[src/rtl/cpu_sequencer_pkg.sv]
// rtl/cpu_sequencer_pkg.sv - shared state, opcode-class and mem_to_reg encodings
package cpu_pkg;

  typedef enum logic [3:0] {
    IDLE,
    FETCH1,
    FETCH2,
    DECODE,
    MEM_RD,
    MEM_WR,
    EXEC_ALU,
    WB,
    HALT
  } seq_state_t;

  // Opcode classes live in opcode1[7:4]; any value with bit 7 set is an ALU op.
  localparam logic [3:0] OP_NOP  = 4'h0;
  localparam logic [3:0] OP_LDI  = 4'h1;
  localparam logic [3:0] OP_LDM  = 4'h2;
  localparam logic [3:0] OP_ST   = 4'h3;
  localparam logic [3:0] OP_JMP  = 4'h4;
  localparam logic [7:0] OP_HALT = 8'h7F;

  localparam logic [1:0] M2R_IMM = 2'b00;
  localparam logic [1:0] M2R_MEM = 2'b01;
  localparam logic [1:0] M2R_ALU = 2'b10;

endpackage

[src/rtl/cpu_sequencer_jump_cond_eval.sv]
// rtl/cpu_sequencer_jump_cond_eval.sv - jump condition decode from opcode1[2:0] and flags
module jump_cond_eval (
  input  logic [2:0] cond,
  input  logic       carry_f,
  input  logic       zero_f,
  output logic       taken
);

  // cond[2] inverts the flag tests; cond[1:0]=00 is unconditional, 11 never jumps.
  always_comb begin
    taken = 1'b0;
    case (cond[1:0])
      2'b00:   taken = 1'b1;
      2'b01:   taken = carry_f ^ cond[2];
      2'b10:   taken = zero_f ^ cond[2];
      default: taken = 1'b0;
    endcase
  end

endmodule

[src/rtl/cpu_sequencer.sv]
// rtl/cpu_sequencer.sv - instruction fetch/decode/execute sequencer; CPU_SEQ_STEP_EN adds single-step
module cpu_sequencer
  import cpu_pkg::*;
#(
  parameter logic [7:0]  RESET_PC = 8'h00,
  parameter int unsigned MEM_WAIT = 0
) (
  input  logic       clk,
  input  logic       n_reset,
  input  logic [7:0] rom_data,
  input  logic       carry_in,
  input  logic       zero_in,
  input  logic       run,
`ifdef CPU_SEQ_STEP_EN
  input  logic       step,
`endif
  output logic [7:0] rom_address,
  output logic [7:0] opcode1,
  output logic [7:0] opcode2,
  output logic       n_cs,
  output logic       n_oe,
  output logic       n_we,
  output logic       reg_write,
  output logic       alu_op,
  output logic [2:0] alu_func,
  output logic [1:0] mem_to_reg,
  output logic       carry_f,
  output logic       zero_f,
  output logic       halted
);

  localparam logic [3:0] WAIT_LAST = 4'(MEM_WAIT);

  seq_state_t state_q, state_d;
  logic [7:0] pc_q, pc_d;
  logic [7:0] opcode1_q, opcode1_d;
  logic [7:0] opcode2_q, opcode2_d;
  logic       carry_q, carry_d;
  logic       zero_q, zero_d;
  logic [1:0] m2r_q, m2r_d;
  logic [3:0] wait_q, wait_d;
  logic       jump_taken;
  logic       advance;
  seq_state_t next_fetch;

  jump_cond_eval u_jump_cond_eval (
    .cond    (opcode1_q[2:0]),
    .carry_f (carry_q),
    .zero_f  (zero_q),
    .taken   (jump_taken)
  );

`ifdef CPU_SEQ_STEP_EN
  assign advance = step;
`else
  assign advance = run;
`endif

  // Where every completed instruction goes next: fetch again or park in IDLE.
  assign next_fetch = advance ? FETCH1 : IDLE;

  always_comb begin
    state_d   = state_q;
    pc_d      = pc_q;
    opcode1_d = opcode1_q;
    opcode2_d = opcode2_q;
    carry_d   = carry_q;
    zero_d    = zero_q;
    m2r_d     = m2r_q;
    wait_d    = wait_q;
    case (state_q)
      IDLE: if (advance) state_d = FETCH1;
      FETCH1: begin
        opcode1_d = rom_data;
        pc_d      = pc_q + 8'd1;
        state_d   = FETCH2;
      end
      FETCH2: begin
        opcode2_d = rom_data;
        pc_d      = pc_q + 8'd1;
        state_d   = DECODE;
      end
      DECODE: begin
        if (opcode1_q == OP_HALT) begin
          state_d = HALT;
        end else if (opcode1_q[7]) begin
          state_d = EXEC_ALU;
        end else begin
          case (opcode1_q[7:4])
            OP_LDI: begin
              state_d = WB;
              m2r_d   = M2R_IMM;
            end
            OP_LDM: state_d = MEM_RD;
            OP_ST:  state_d = MEM_WR;
            OP_JMP: begin
              if (jump_taken) pc_d = opcode2_q;
              state_d = next_fetch;
            end
            default: state_d = next_fetch;
          endcase
        end
      end
      MEM_RD: begin
        if (wait_q == WAIT_LAST) begin
          wait_d  = 4'd0;
          m2r_d   = M2R_MEM;
          state_d = WB;
        end else begin
          wait_d = wait_q + 4'd1;
        end
      end
      MEM_WR: begin
        if (wait_q == WAIT_LAST) begin
          wait_d  = 4'd0;
          state_d = next_fetch;
        end else begin
          wait_d = wait_q + 4'd1;
        end
      end
      EXEC_ALU: begin
        carry_d = carry_in;
        zero_d  = zero_in;
        m2r_d   = M2R_ALU;
        state_d = WB;
      end
      WB:      state_d = next_fetch;
      HALT:    state_d = HALT;
      default: state_d = IDLE;
    endcase
  end

  always_ff @(posedge clk or negedge n_reset) begin
    if (!n_reset) begin
      state_q   <= IDLE;
      pc_q      <= RESET_PC;
      opcode1_q <= 8'h00;
      opcode2_q <= 8'h00;
      carry_q   <= 1'b0;
      zero_q    <= 1'b0;
      m2r_q     <= M2R_IMM;
      wait_q    <= 4'd0;
    end else begin
      state_q   <= state_d;
      pc_q      <= pc_d;
      opcode1_q <= opcode1_d;
      opcode2_q <= opcode2_d;
      carry_q   <= carry_d;
      zero_q    <= zero_d;
      m2r_q     <= m2r_d;
      wait_q    <= wait_d;
    end
  end

  // Strobes decode straight from state so reset releases them without a clock.
  assign n_cs        = !((state_q == MEM_RD) || (state_q == MEM_WR));
  assign n_oe        = (state_q != MEM_RD);
  assign n_we        = (state_q != MEM_WR);
  assign reg_write   = (state_q == WB);
  assign alu_op      = (state_q == EXEC_ALU);
  assign alu_func    = alu_op ? opcode1_q[6:4] : 3'b000;
  assign halted      = (state_q == HALT);
  assign rom_address = pc_q;
  assign opcode1     = opcode1_q;
  assign opcode2     = opcode2_q;
  assign mem_to_reg  = m2r_q;
  assign carry_f     = carry_q;
  assign zero_f      = zero_q;

endmodule

[config.mk]
export PLATFORM = sky130hd
export DESIGN_NAME = cpu_sequencer
export DESIGN_NICKNAME = d
export VERILOG_FILES = /design/src/rtl/cpu_sequencer_pkg.sv /design/src/rtl/cpu_sequencer_jump_cond_eval.sv /design/src/rtl/cpu_sequencer.sv
export SDC_FILE = /design/constraint.sdc
export NUM_CORES = 1
export LEC_CHECK = 0
export CAP_MARGIN = 25
export CORE_UTILIZATION = 30
export DETAILED_ROUTE_END_ITERATION = 10
export SYNTH_ARGS = -nofsm -noshare
export SYNTH_HDL_FRONTEND = slang
export SYNTH_SLANG_ARGS = --single-unit
[constraint.sdc]
create_clock -name clk -period 3.4 [get_ports clk]
set_clock_uncertainty 0.2 [all_clocks]
set_input_delay 0.34 -clock clk [delete_from_list [all_inputs] [get_ports clk]]
set_output_delay 0.34 -clock clk [all_outputs]
set_load 0.005 [all_outputs]
==> impl_metrics.tcl, run 1 <==
set metrics [dict create \
    period_share 0.775 \
    stdcell_area_um2 2560 \
    finalWirelength_um 4820 \
    drt_iter0_markers 126 \
    maxCapViolCount 0 \
    critPathRequiredTime_ns 2.86 \
    min_period_ns 2.63 \
    place_congestion 0.786 \
    power_mw 2.45 \
    grt_use_total 0.153 \
    ys_warn_count 0 \
    via_per_inst 5.17 \
    setup_viol 0 \
    hold_class "primary input to async pin" \
    yosysUniqueCellTypes 41 \
    synthCells 201 \
    syn_nets 220 \
    vias 1684 \
    ys_async_sr_fraction 1.00 \
    critPathMaxFanout 11 \
    grt_max_degree 37 \
    maxSlewViolCount 0 \
    clockBufferDepth 2 \
    synth_seq_cells 36 \
    clkLatencyLatePin_ns 0.29 \
    die_y_um 82.3 \
    synth_edf_count 0 \
    synth_area_leader_cell "dfrtp_1" \
    area_growth_pct 32.7 \
    layout-drive-gt1-share 0.127 \
    hold_ws_ns 0.269 \
    drcViolationCount 0 \
    core_um2 6060 \
    r2r_cells 4 \
    wire_per_inst_um 14.8 \
    synth_area_leaders "dfrtp_1 (47%), mux2_2 (8.7%), nand2_1 (5.2%), o21ai_0 (4.7%), ha_1 (3.9%)" \
    num_rows 28 \
    cts_tree "done" \
    reg2reg_slack_ns 1.15 \
    dp_cells 318 \
    rsz0062_at_grt "false" \
    cts_root_buffer "clkbuf_8" \
    fmax_mhz 380 \
    ios 50 \
    syn_area_per_cell_um2 9.62 \
    nets 269 \
    crit_type "flip-flop to output pin" \
    start_util 0.319 \
    grt_pass1_vias 1582 \
    max_slew_margin 0.410 \
    start_kind "flip-flop" \
    crit_arrival_ns 2.09 \
    layout_common_cells "clkdlybuf4s50_1 (49), dfrtp_1 (36), nand2_1 (27), o21ai_0 (18), mux2_2 (15)" \
    port-buffer-count 49 \
    regToRegEndpoint "state_q[2]$_DFFE_PN0P_" \
    fill_cells 599 \
    status "complete, no violations" \
    synth_top_area_share 0.466 \
    synth_flop_cell "dfrtp_1" \
    overflow 0 \
    p_leak_nw 1.08 \
    p_per_area_nw_per_um2 957 \
    clkSinkCount 36 \
    layout_commonest_cell "clkdlybuf4s50_1" \
    worstSetupEndpointType "output pin" \
    numCtsBuffers 5 \
    r2r-start "state_q[2]$_DFFE_PN0P_" \
    dp_hpwl_um 3470 \
    synth_area_um2 1930 \
    post-place-ws_ns 1.08 \
    cts.htree.levels 2 \
    drt_first_pass_iters 4 \
    post_cts_buffers 0 \
    grt_first_pass_wirelength_um 7760 \
    crit_path_start "state_q[3]$_DFFE_PN0P_" \
    antenna_found_initial 0 \
    vdd_drop_max_mv 0.336 \
    seq_area_frac_synth 0.466 \
    cts_hold_buf 0 \
    cts_resized 0 \
    die_area_um2 6770 \
    finish.utilization 0.423 \
    hold_violations 0 \
    die_w_um 82.3 \
    post-route-worst-setup-slack_ns 0.765 \
    diodes 0 \
    postPlaceCellArea_um2 2470 \
    clk_pin_slew_ns 0.07 \
    layoutNonFillerInstCount 326 \
    antenna_left 0 \
    worst_pin_slew_ns 0.881 \
    finalSetupTns_ns 0 \
]
==> critical path: stages (launching register included) <==
cell and delay, ns:
dfrtp_1 0.53, nand2b_1 0.30, nor2_1 0.30, and2_1 0.18, clkdlybuf4s50_1 0.50
==> area by class of cell <==
cell class,instances,area (um^2),share of cell area
multi-input combinational,146,937,0.365
clock buffer,8,90.1,0.0351
sequential,36,901,0.351
inverter,10,37.5,0.0146
timing repair buffer,51,505,0.197
tap,75,93.8,0.0366
==> power breakdown <==
| group | leakage, nW | total [mW] | internal (mW) | switching, mW |
|---|---|---|---|---|
| combinational | 0.593 | 1.28 | 0.702 | 0.576 |
| clock | 0.0455 | 0.315 | 0.165 | 0.150 |
| sequential | 0.437 | 0.862 | 0.621 | 0.241 |
==> routing by layer <==
layer	GRT usage	part of all wire	vias up
met2	0.252	0.48	54
met5	0	0	-
met4	0.0632	0.015	0
met1	0.195	0.46	817
met3	0.0319	0.050	8
li1	-	-	805
==> cell families after synthesis <==
| group | Yosys count | synth area share |
|---|---|---|
| flip-flops | 36 | 0.466 |
| multiplexers | 17 | 0.0977 |
| AO/OA/AOI/OAI | 49 | 0.146 |
| AND/OR/NAND/NOR | 73 | 0.195 |
| adder cells (fa/ha/maj) | 6 | 0.0388 |
| buffers and inverters | 19 | 0.0524 |
| XOR/XNOR | 1 | 0.00453 |
==> worst max path at each step <==
stage / cells past startpoint / slack [ns] / end
floorplan: 9 / 1.35 / rom_address[7]$_DFFE_PN0P_
global placement: 4 / 1.14 / alu_func[0]
detailed placement: 4 / 1.08 / alu_func[2]
CTS: 4 / 0.75 / alu_func[2]
global route: 4 / 0.63 / alu_func[2]
finish: 4 / 0.77 / alu_func[2]
==> synth_stat cells (5+ instances only) <==
master     n
a31oi_1    7
a21oi_1   14
dfrtp_1   36
ha_1       6
mux2_2    15
nand2b_1   5
nor2_1    12
inv_1     10
nand2_1   27
nand3_1    8
o21ai_0   18
(Power assumes the default switching activity.)
==> inputs of run 2 (changes only) <==
==> constraint.sdc (replaced) <==
create_clock -name clk -period 2.7 [get_ports clk]
set_clock_uncertainty 0.2 [all_clocks]
set_input_delay 0.27 -clock clk [delete_from_list [all_inputs] [get_ports clk]]
set_output_delay 0.27 -clock clk [all_outputs]
set_load 0.005 [all_outputs]
==> impl_metrics.tcl, run 2 (synthesis gave the netlist of run 1 again) <==
set metrics [dict create \
    diodes 0 \
    clockBufferDepth 2 \
    p_sw_mw 1.22 \
    clk_pin_slew_ns 0.07 \
    antenna_left 0 \
    die_y_um 82.3 \
    period_share 0.945 \
    via_per_inst 5.00 \
    post_cts_buffers 0 \
    p_clk_frac 0.160 \
    hold_violations 0 \
    place_congestion 0.796 \
    critPathMaxFanout 11 \
    drt_first_pass_iters 4 \
    clkLatencyLatePin_ns 0.29 \
    setup_viol 0 \
    hold_ws_ns 0.203 \
    internal_power_mw 2.04 \
    grt_util_met1 0.199 \
    rsz0062_at_grt "false" \
    maxSlewViolCount 0 \
    num_rows 28 \
    clkSinkCount 36 \
    finalWirelength_um 4710 \
    worstSetupEndpointType "output pin" \
    status "complete, no violations" \
    seqPwrFrac 0.331 \
    drcViolationCount 0 \
    layout_commonest_cell "clkdlybuf4s50_1" \
    wire_per_inst_um 14.2 \
    cts_root_buffer "clkbuf_8" \
    share_comb_of_total_power 0.509 \
    numCtsBuffers 5 \
    crit_type "flip-flop to output pin" \
    cts_hold_buf 0 \
    finalSetupTns_ns 0 \
    r2r_cells 5 \
    cts_tree "done" \
    nets 274 \
    vias 1655 \
    grt_first_pass_wirelength_um 7420 \
    layout-drive-gt1-share 0.152 \
    cts_resized 0 \
    reg2reg_slack_ns 0.58 \
    r2r-start "opcode1[7]$_DFFE_PN0P_" \
    stdcell_area_um2 2640 \
    die_w_um 82.3 \
    worst_pin_slew_ns 0.705 \
    overflow 0 \
    hold_class "primary input to async pin" \
    regToRegEndpoint "rom_address[1]$_DFFE_PN0P_" \
    die_area_um2 6770 \
    start_kind "flip-flop" \
    area_growth_pct 36.5 \
    drt_iter0_markers 110 \
    antenna_found_initial 0 \
    crit_arrival_ns 2.08 \
    grt_pass1_vias 1494 \
    min_period_ns 2.55 \
    grt_max_degree 37 \
    start_util 0.319 \
    port-buffer-count 49 \
    ios 50 \
    p_leak_nw 1.12 \
    top_usage_layer "met2" \
    cts.htree.levels 2 \
    max_slew_margin 0.525 \
    core_um2 6060 \
    maxCapViolCount 0 \
    fmax_mhz 392 \
    p_per_area_nw_per_um2 1230 \
    vdd_drop_max_mv 0.445 \
    grt_use_total 0.146 \
    layout_common_cells "clkdlybuf4s50_1 (49), dfrtp_1 (36), nand2_1 (27), o21ai_0 (18), mux2_2 (15)" \
    use_met3 0.0396 \
    postPlaceCellArea_um2 2510 \
    critPathRequiredTime_ns 2.23 \
    p_sw_frac 0.373 \
    grtUsageMet2 0.225 \
    dp_hpwl_um 3490 \
]
-- run 2: routing by layer --
layer	vias up	share of wire
li1	815	-
met4	0	0.0091
met2	58	0.46
met3	4	0.064
met5	-	0
met1	778	0.46
-- run 2: critical path, stage by stage (launching register included) --
cell and delay (ns):
dfrtp_1 0.52, nand2b_1 0.29, nor2_1 0.30, and2_1 0.18, clkdlybuf4s50_1 0.49
-- run 2: how the worst max path moves through the flow --
stage / slack, ns / start / endpoint / cells past startpoint
floorplan: 0.65 / opcode1[0]$_DFFE_PN0P_ / rom_address[7]$_DFFE_PN0P_ / 9
global placement: 0.52 / state_q[3]$_DFFE_PN0P_ / alu_func[0] / 4
detailed placement: 0.46 / state_q[3]$_DFFE_PN0P_ / alu_func[2] / 4
CTS: 0.14 / state_q[3]$_DFFE_PN0P_ / alu_func[2] / 4
global route: 0.01 / state_q[3]$_DFFE_PN0P_ / alu_func[2] / 4
finish: 0.15 / state_q[3]$_DFFE_PN0P_ / alu_func[2] / 4
-- run 2: final cells by class --
cell class,instances,area (um^2)
fill,611,3420
multi-input combinational,146,937
sequential,36,901
timing repair buffer,56,543
clock buffer,7,96.3
tap,75,93.8
inverter,10,37.5
clock inverter,1,30.0
-- run 2: power by group through the flow --
stage	Sequential, mW	Combinational, mW	Clock [mW]
after floorplan	0.992	1.03	0
after global placement	1.08	1.66	0
after detailed placement	1.09	1.66	0
after CTS	1.08	1.67	0.533
after global routing	1.12	1.82	0.566
final	1.08	1.66	0.522
-- run 2: through the flow --
stage | utilization | worst slack, ns | std cells | total power [mW]
6_report | 0.435 | 0.150 | 331 | 3.26
5_1_grt | 0.435 | 0.0130 | 331 | 3.51
4_1_cts | 0.435 | 0.143 | 331 | 3.28
3_5_place_dp | 0.415 | 0.465 | 323 | 2.75
3_3_place_gp | 0.415 | 0.518 | 323 | 2.74
2_1_floorplan | - | 0.651 | 201 | 2.03
